**config.mk**
```make
export PLATFORM = sky130hd
export DESIGN_NAME = adder_share_arbiter
export DESIGN_NICKNAME = d
export VERILOG_FILES = /design/src/rtl/adder_share_arbiter.sv
export SDC_FILE = /design/constraint.sdc
export NUM_CORES = 1
export LEC_CHECK = 0
export CELL_PAD_IN_SITES_DETAIL_PLACEMENT = 0
export CELL_PAD_IN_SITES_GLOBAL_PLACEMENT = 1
export CORE_AREA = 2 2 121 123
export DETAILED_ROUTE_END_ITERATION = 12
export DIE_AREA = 0 0 123 125
export GPL_ROUTABILITY_DRIVEN = 0
export GPL_TIMING_DRIVEN = 0
export PLACE_DENSITY_LB_ADDON = 0.1
export RECOVER_POWER = 25
export SETUP_SLACK_MARGIN = 0.1
export SYNTH_ARGS = -nofsm -noshare
export SYNTH_HDL_FRONTEND = slang
export SYNTH_SLANG_ARGS = --single-unit
```
**constraint.sdc**
```tcl
create_clock -name i_clk -period 9.7 [get_ports i_clk]
set_input_delay 1.94 -clock i_clk [delete_from_list [all_inputs] [get_ports i_clk]]
set_output_delay 1.94 -clock i_clk [all_outputs]
set_load 0.03 [all_outputs]
```
**src/rtl/adder_share_arbiter.sv**
```systemverilog
// Round-robin arbiter sharing one ripple-carry adder among NUM_REQ requesters.
// The adder path is multicycle: operands are held EXEC_CYCLES cycles before the sum is sampled.
//
// state | meaning
// IDLE  | arbitrate; ready strobes the granted requester, operands captured on handshake
// EXEC  | operands held on the adder, exec counter counts down to the sample point
// RESP  | result presented on the response channel until the sink accepts it

module ripple_carry_adder_19bit #(
   parameter int WIDTH = 19
) (
   input  logic [WIDTH-1:0] a,
   input  logic [WIDTH-1:0] b,
   output logic [WIDTH-1:0] sum,
   output logic             carry_out
);
   logic [WIDTH:0] carry;

   assign carry[0] = 1'b0;

   for (genvar k = 0; k < WIDTH; k++) begin : g_bit
      assign sum[k]     = a[k] ^ b[k] ^ carry[k];
      assign carry[k+1] = (a[k] & b[k]) | (carry[k] & (a[k] ^ b[k]));
   end

   assign carry_out = carry[WIDTH];
endmodule

module adder_share_arbiter #(
   parameter int WIDTH       = 19,
   parameter int NUM_REQ     = 4,
   parameter int ID_W        = $clog2(NUM_REQ),
   parameter int EXEC_CYCLES = 2
) (
   input  logic                     i_clk,
   input  logic                     i_rst_n,
   input  logic [NUM_REQ-1:0]       i_req_valid,
   input  logic [NUM_REQ*WIDTH-1:0] i_req_term1,
   input  logic [NUM_REQ*WIDTH-1:0] i_req_term2,
   output logic [NUM_REQ-1:0]       o_req_ready,
   output logic                     o_rsp_valid,
   output logic [ID_W-1:0]          o_rsp_id,
   output logic [WIDTH:0]           o_rsp_result,
   input  logic                     i_rsp_ready
);
   localparam int CNT_W = (EXEC_CYCLES > 1) ? $clog2(EXEC_CYCLES) : 1;

   typedef enum logic [1:0] {
      IDLE = 2'd0,
      EXEC = 2'd1,
      RESP = 2'd2
   } state_t;

   state_t           state;
   state_t           state_nxt;
   logic [ID_W-1:0]  rr_ptr;
   logic [ID_W-1:0]  grant_idx;
   logic             grant_any;
   logic [ID_W:0]    scan_sum;
   logic [ID_W-1:0]  scan_idx;
   logic [CNT_W-1:0] exec_cnt;
   logic [WIDTH-1:0] sel_term1;
   logic [WIDTH-1:0] sel_term2;
   logic [WIDTH-1:0] op_a;
   logic [WIDTH-1:0] op_b;
   logic [WIDTH-1:0] add_sum;
   logic             add_cout;

   ripple_carry_adder_19bit #(.WIDTH(WIDTH)) u_adder (
      .a         (op_a),
      .b         (op_b),
      .sum       (add_sum),
      .carry_out (add_cout)
   );

   // first valid requester scanning upward from rr_ptr, modulo NUM_REQ
   always_comb begin
      grant_any = 1'b0;
      grant_idx = '0;
      scan_sum  = '0;
      scan_idx  = '0;
      for (int i = 0; i < NUM_REQ; i++) begin
         scan_sum = {1'b0, rr_ptr} + (ID_W+1)'(i);
         if (scan_sum >= (ID_W+1)'(NUM_REQ)) begin
            scan_sum = scan_sum - (ID_W+1)'(NUM_REQ);
         end
         scan_idx = scan_sum[ID_W-1:0];
         if (!grant_any && i_req_valid[scan_idx]) begin
            grant_any = 1'b1;
            grant_idx = scan_idx;
         end
      end
   end

   always_comb begin
      sel_term1 = '0;
      sel_term2 = '0;
      for (int k = 0; k < NUM_REQ; k++) begin
         if (ID_W'(k) == grant_idx) begin
            sel_term1 = i_req_term1[k*WIDTH +: WIDTH];
            sel_term2 = i_req_term2[k*WIDTH +: WIDTH];
         end
      end
   end

   // ready is suppressed while reset is asserted so no handshake can appear during reset
   always_comb begin
      o_req_ready = '0;
      if (i_rst_n && state == IDLE && grant_any) begin
         o_req_ready[grant_idx] = 1'b1;
      end
   end

   always_comb begin
      state_nxt = state;
      case (state)
         IDLE:    if (grant_any) state_nxt = EXEC;
         EXEC:    if (exec_cnt == '0) state_nxt = RESP;
         RESP:    if (i_rsp_ready) state_nxt = IDLE;
         default: state_nxt = IDLE;
      endcase
   end

   always_ff @(posedge i_clk or negedge i_rst_n) begin
      if (!i_rst_n) begin
         state <= IDLE;
      end else begin
         state <= state_nxt;
      end
   end

   always_ff @(posedge i_clk or negedge i_rst_n) begin
      if (!i_rst_n) begin
         rr_ptr       <= '0;
         exec_cnt     <= '0;
         op_a         <= '0;
         op_b         <= '0;
         o_rsp_valid  <= 1'b0;
         o_rsp_id     <= '0;
         o_rsp_result <= '0;
      end else begin
         case (state)
            IDLE: begin
               if (grant_any) begin
                  op_a     <= sel_term1;
                  op_b     <= sel_term2;
                  o_rsp_id <= grant_idx;
                  rr_ptr   <= (grant_idx == ID_W'(NUM_REQ-1)) ? '0 : grant_idx + 1'b1;
                  exec_cnt <= CNT_W'(EXEC_CYCLES-1);
               end
            end
            EXEC: begin
               if (exec_cnt == '0) begin
                  o_rsp_result <= {add_cout, add_sum};
                  o_rsp_valid  <= 1'b1;
               end else begin
                  exec_cnt <= exec_cnt - 1'b1;
               end
            end
            RESP: begin
               if (i_rsp_ready) begin
                  o_rsp_valid <= 1'b0;
               end
            end
            default: ;
         endcase
      end
   end
endmodule

```
==> metrics.md <==
| Metric | Value |
|---|---|
| Status | finished, violations left |
| Failing checks | max-capacitance violations, max-slew violations |
| Pwr dens | 324 nW/um^2 |
| Worst VDD drop | 0.108 mV |
| CTS resizes | 0 |
| Post-Syn Instances | 474 |
| Max-cap violations | 1 |
| Post-synth ARST share | between 90% and 100% |
| Clk sink count | 66 |
| Detailed-router iteration count before antenna repair | 4 |
| # hold bufs at CTS | 0 |
| Worst min path class | reg2reg |
| Final antenna-violating net count | 0 |
| Cell Rows | 44 |
| Clk_lat worst skew | 0.33 ns |
| Synth warn | 0 |
| Layout fillers | between 1,000 and 1,500 |
| Synth top area share | 37.4% |
| CP Capture Type | flop |
| Hold WS | 0.479 ns |
| Final HPWL DP | 13,100 microns |
| Final Worst Setup Slack | 1.78 ns |
| Setup TNS | 0 ns |
| Routed wire per std cell | 18.7 microns |
| Tightest Pin Transition | 3.67 ns |
| Element type at the critical path start | flop |
| Layout area overhead | 54.3% |
| Post-CTS Setup Bufs | 0 |
| Fin crit share | roughly four fifths |
| Detailed router's first-iteration violation count | 267 |
| Ant diodes | 0 |
| Residual DRC count | 0 |
| EDFF count, synth | 0 |
| Period minus WS final | 7.92 ns |
| PortBufs | 185 |
| WS Path Type | reg2reg |
| Synthesized Nets | 656 |
| Core area | 14,200 sq um |
| Dpl ws | 1.82 ns |
| Die area | 15,400 sq um |
| Nets | roughly 850 |
| Max Freq | 0.126 GHz |
| Vias in the first global route | between 4,000 and 5,000 |
| First-pass GRT wire length | 24,900 microns |
| Starting density of the core | 31.1% |
| Synth Flop Type | dfrtp_1 |
| CTS root buf | clkbuf_16 |
| H-tree levels | 3 |
| Critical Path RT | around 10 ns |
| Utilization after layout | 47.9% |
| GRT overflow | 0 |
| Count of final setup violators | 0 |
| CTS Buf Count | 9 |
| Post-synth top cells | a21oi_1, dfrtp_1, inv_1 |
| I/O pin count | 186 |
| Fin. max-slew vios | 71 |
| Top cell type by total area after synthesis | dfrtp_1 |
| Initial antenna violation count | 0 |
| Layout cells sized above 1 | 8.00% |
| Critical Path Fanout Max | 2 |
| CP arrival | 8.17 ns |
| All-Layer GR Usage | 21.3% |
| Distinct cell type count of the synthesized netlist | 32 |
| Rel. slew slack | -145% |
| Syn Area/Cell | 9.31 sq um |
| Drt via density | between 5 and 6 |
| Max clock buf depth | 2 |
| Yosys reg bits | between 60 and 70 |
| Most common cell in the netlist | a21oi_1 |
| RSZ-0062 raised after global routing | no |
| Die width | 123 microns |
| Final Hold Vio Count | 0 |
| Leading post-synthesis cells by cell area | dfrtp_1, a21oi_1, a221o_1, fa_1, nand3b_1 |
| Drt total wl | roughly 16,000 microns |
| Largest net degree at the start of global routing | 71 |
| Setup Skew | 0.00764 ns |
| Die Height | about 130 microns |
| CTS clk-pin slew, worst paths | around 0.060 ns |
| CTS tree | built |
| Sequential area share after synthesis | 37.4% |
| Synth Cell Area | 4410 sq um |
| Vias | about 4,400 |
| LEAKAGE | 2.77 nW |
## cell type report
cell class                 count  area, sq um  area share [%]
multi-input combinational    313         2360            34.6
timing repair buffer         185         1850            27.1
sequential                    66         1650            24.3
clock buffer                  10          239            3.51
tap                          184          230            3.38
buffer                        46          214            3.14
inverter                      49          184            2.70
clock inverter                 6         90.1            1.32
## path summary, 6_finish.rpt
path                                              start                      endpoint  slack, ns  cells after the start
min                        o_rsp_result[16]$_DFFE_PN0P_  o_rsp_result[16]$_DFFE_PN0P_       0.48                      2
min reg2reg                o_rsp_result[16]$_DFFE_PN0P_  o_rsp_result[16]$_DFFE_PN0P_       0.48                      2
max in group asynchronous                       i_rst_n           op_a[3]$_DFFE_PN0P_       4.77                      1
max                                 op_a[0]$_DFFE_PN0P_  o_rsp_result[18]$_DFFE_PN0P_       1.78                     23
max reg2reg                         op_a[0]$_DFFE_PN0P_  o_rsp_result[18]$_DFFE_PN0P_       1.78                     23
min in group asynchronous                       i_rst_n          op_a[15]$_DFFE_PN0P_       2.88                      1
## cells in the final DEF, fill, tap and decap left out, types with 2 or more instances in the layout
master,n
a21oi_1,79
clkdlybuf4s50_1,183
nand3b_1,38
o21ai_0,11
mux2_4,13
or2_2,2
nor2b_1,2
buf_2,14
clkbuf_1,30
inv_1,49
and3_1,4
o31ai_1,3
dfrtp_1,66
nor2_1,4
a31oi_1,38
a221o_1,38
clkbuf_16,9
mux2_2,4
fa_1,18
clkinv_4,2
bufinv_16,2
ha_1,5
nand2_1,44
## metrics by stage
step	instances	power, mW	area, sq um
floorplan	474	1.39	4410
global placement	843	1.83	6490
detailed placement	843	1.87	6490
CTS	859	2.22	6820
global route	859	2.39	6810
finish	859	2.21	6810
## critical path, cell delays in order (launching register included)
cell and delay, ns:
dfrtp_1 0.39, ha_1 0.21, fa_1 0.37, fa_1 0.39, fa_1 0.38, fa_1 0.39
fa_1 0.40, fa_1 0.40, fa_1 0.41, fa_1 0.42, fa_1 0.40, fa_1 0.40
fa_1 0.42, fa_1 0.41, fa_1 0.39, fa_1 0.39, fa_1 0.36, inv_1 0.07
fa_1 0.16, inv_1 0.05, fa_1 0.35, inv_1 0.08, fa_1 0.41, o21ai_0 0.16
## per-layer routing
metal | GRT usage (%) | share of wire (%) | vias up
li1 | - | - | 2102
met1 | 27.3 | 43 | 2132
met2 | 36.2 | 49 | 155
met3 | 4.29 | 6.0 | 21
met4 | 5.88 | 1.6 | 0
met5 | 0 | 0 | -
## registers in the layout, summed over array words and instances, names as in the netlist
name and flops:
o_rsp_result 20, o_rsp_valid 1, state 2, exec_cnt 1, op_b 19, o_rsp_id 2, op_a 19, rr_ptr 2
## cell families (layout without fill, tap and decap cells)
family / count (synthesis) / after routing / share of synthesized area (%)
adder cells (fa/ha/maj): 23 / 23 / 9.58
flip-flops: 66 / 66 / 37.4
multiplexers: 18 / 18 / 5.67
AND/OR/NAND/NOR: 100 / 100 / 12.8
AO/OA/AOI/OAI: 172 / 172 / 25.3
buffers and inverters: 95 / 296 / 9.19
## report_power, final
group	internal [mW]	switching (mW)
Combinational	0.608	0.691
Clock	0.232	0.123
Sequential	0.427	0.125
(Power assumes the default switching activity.)
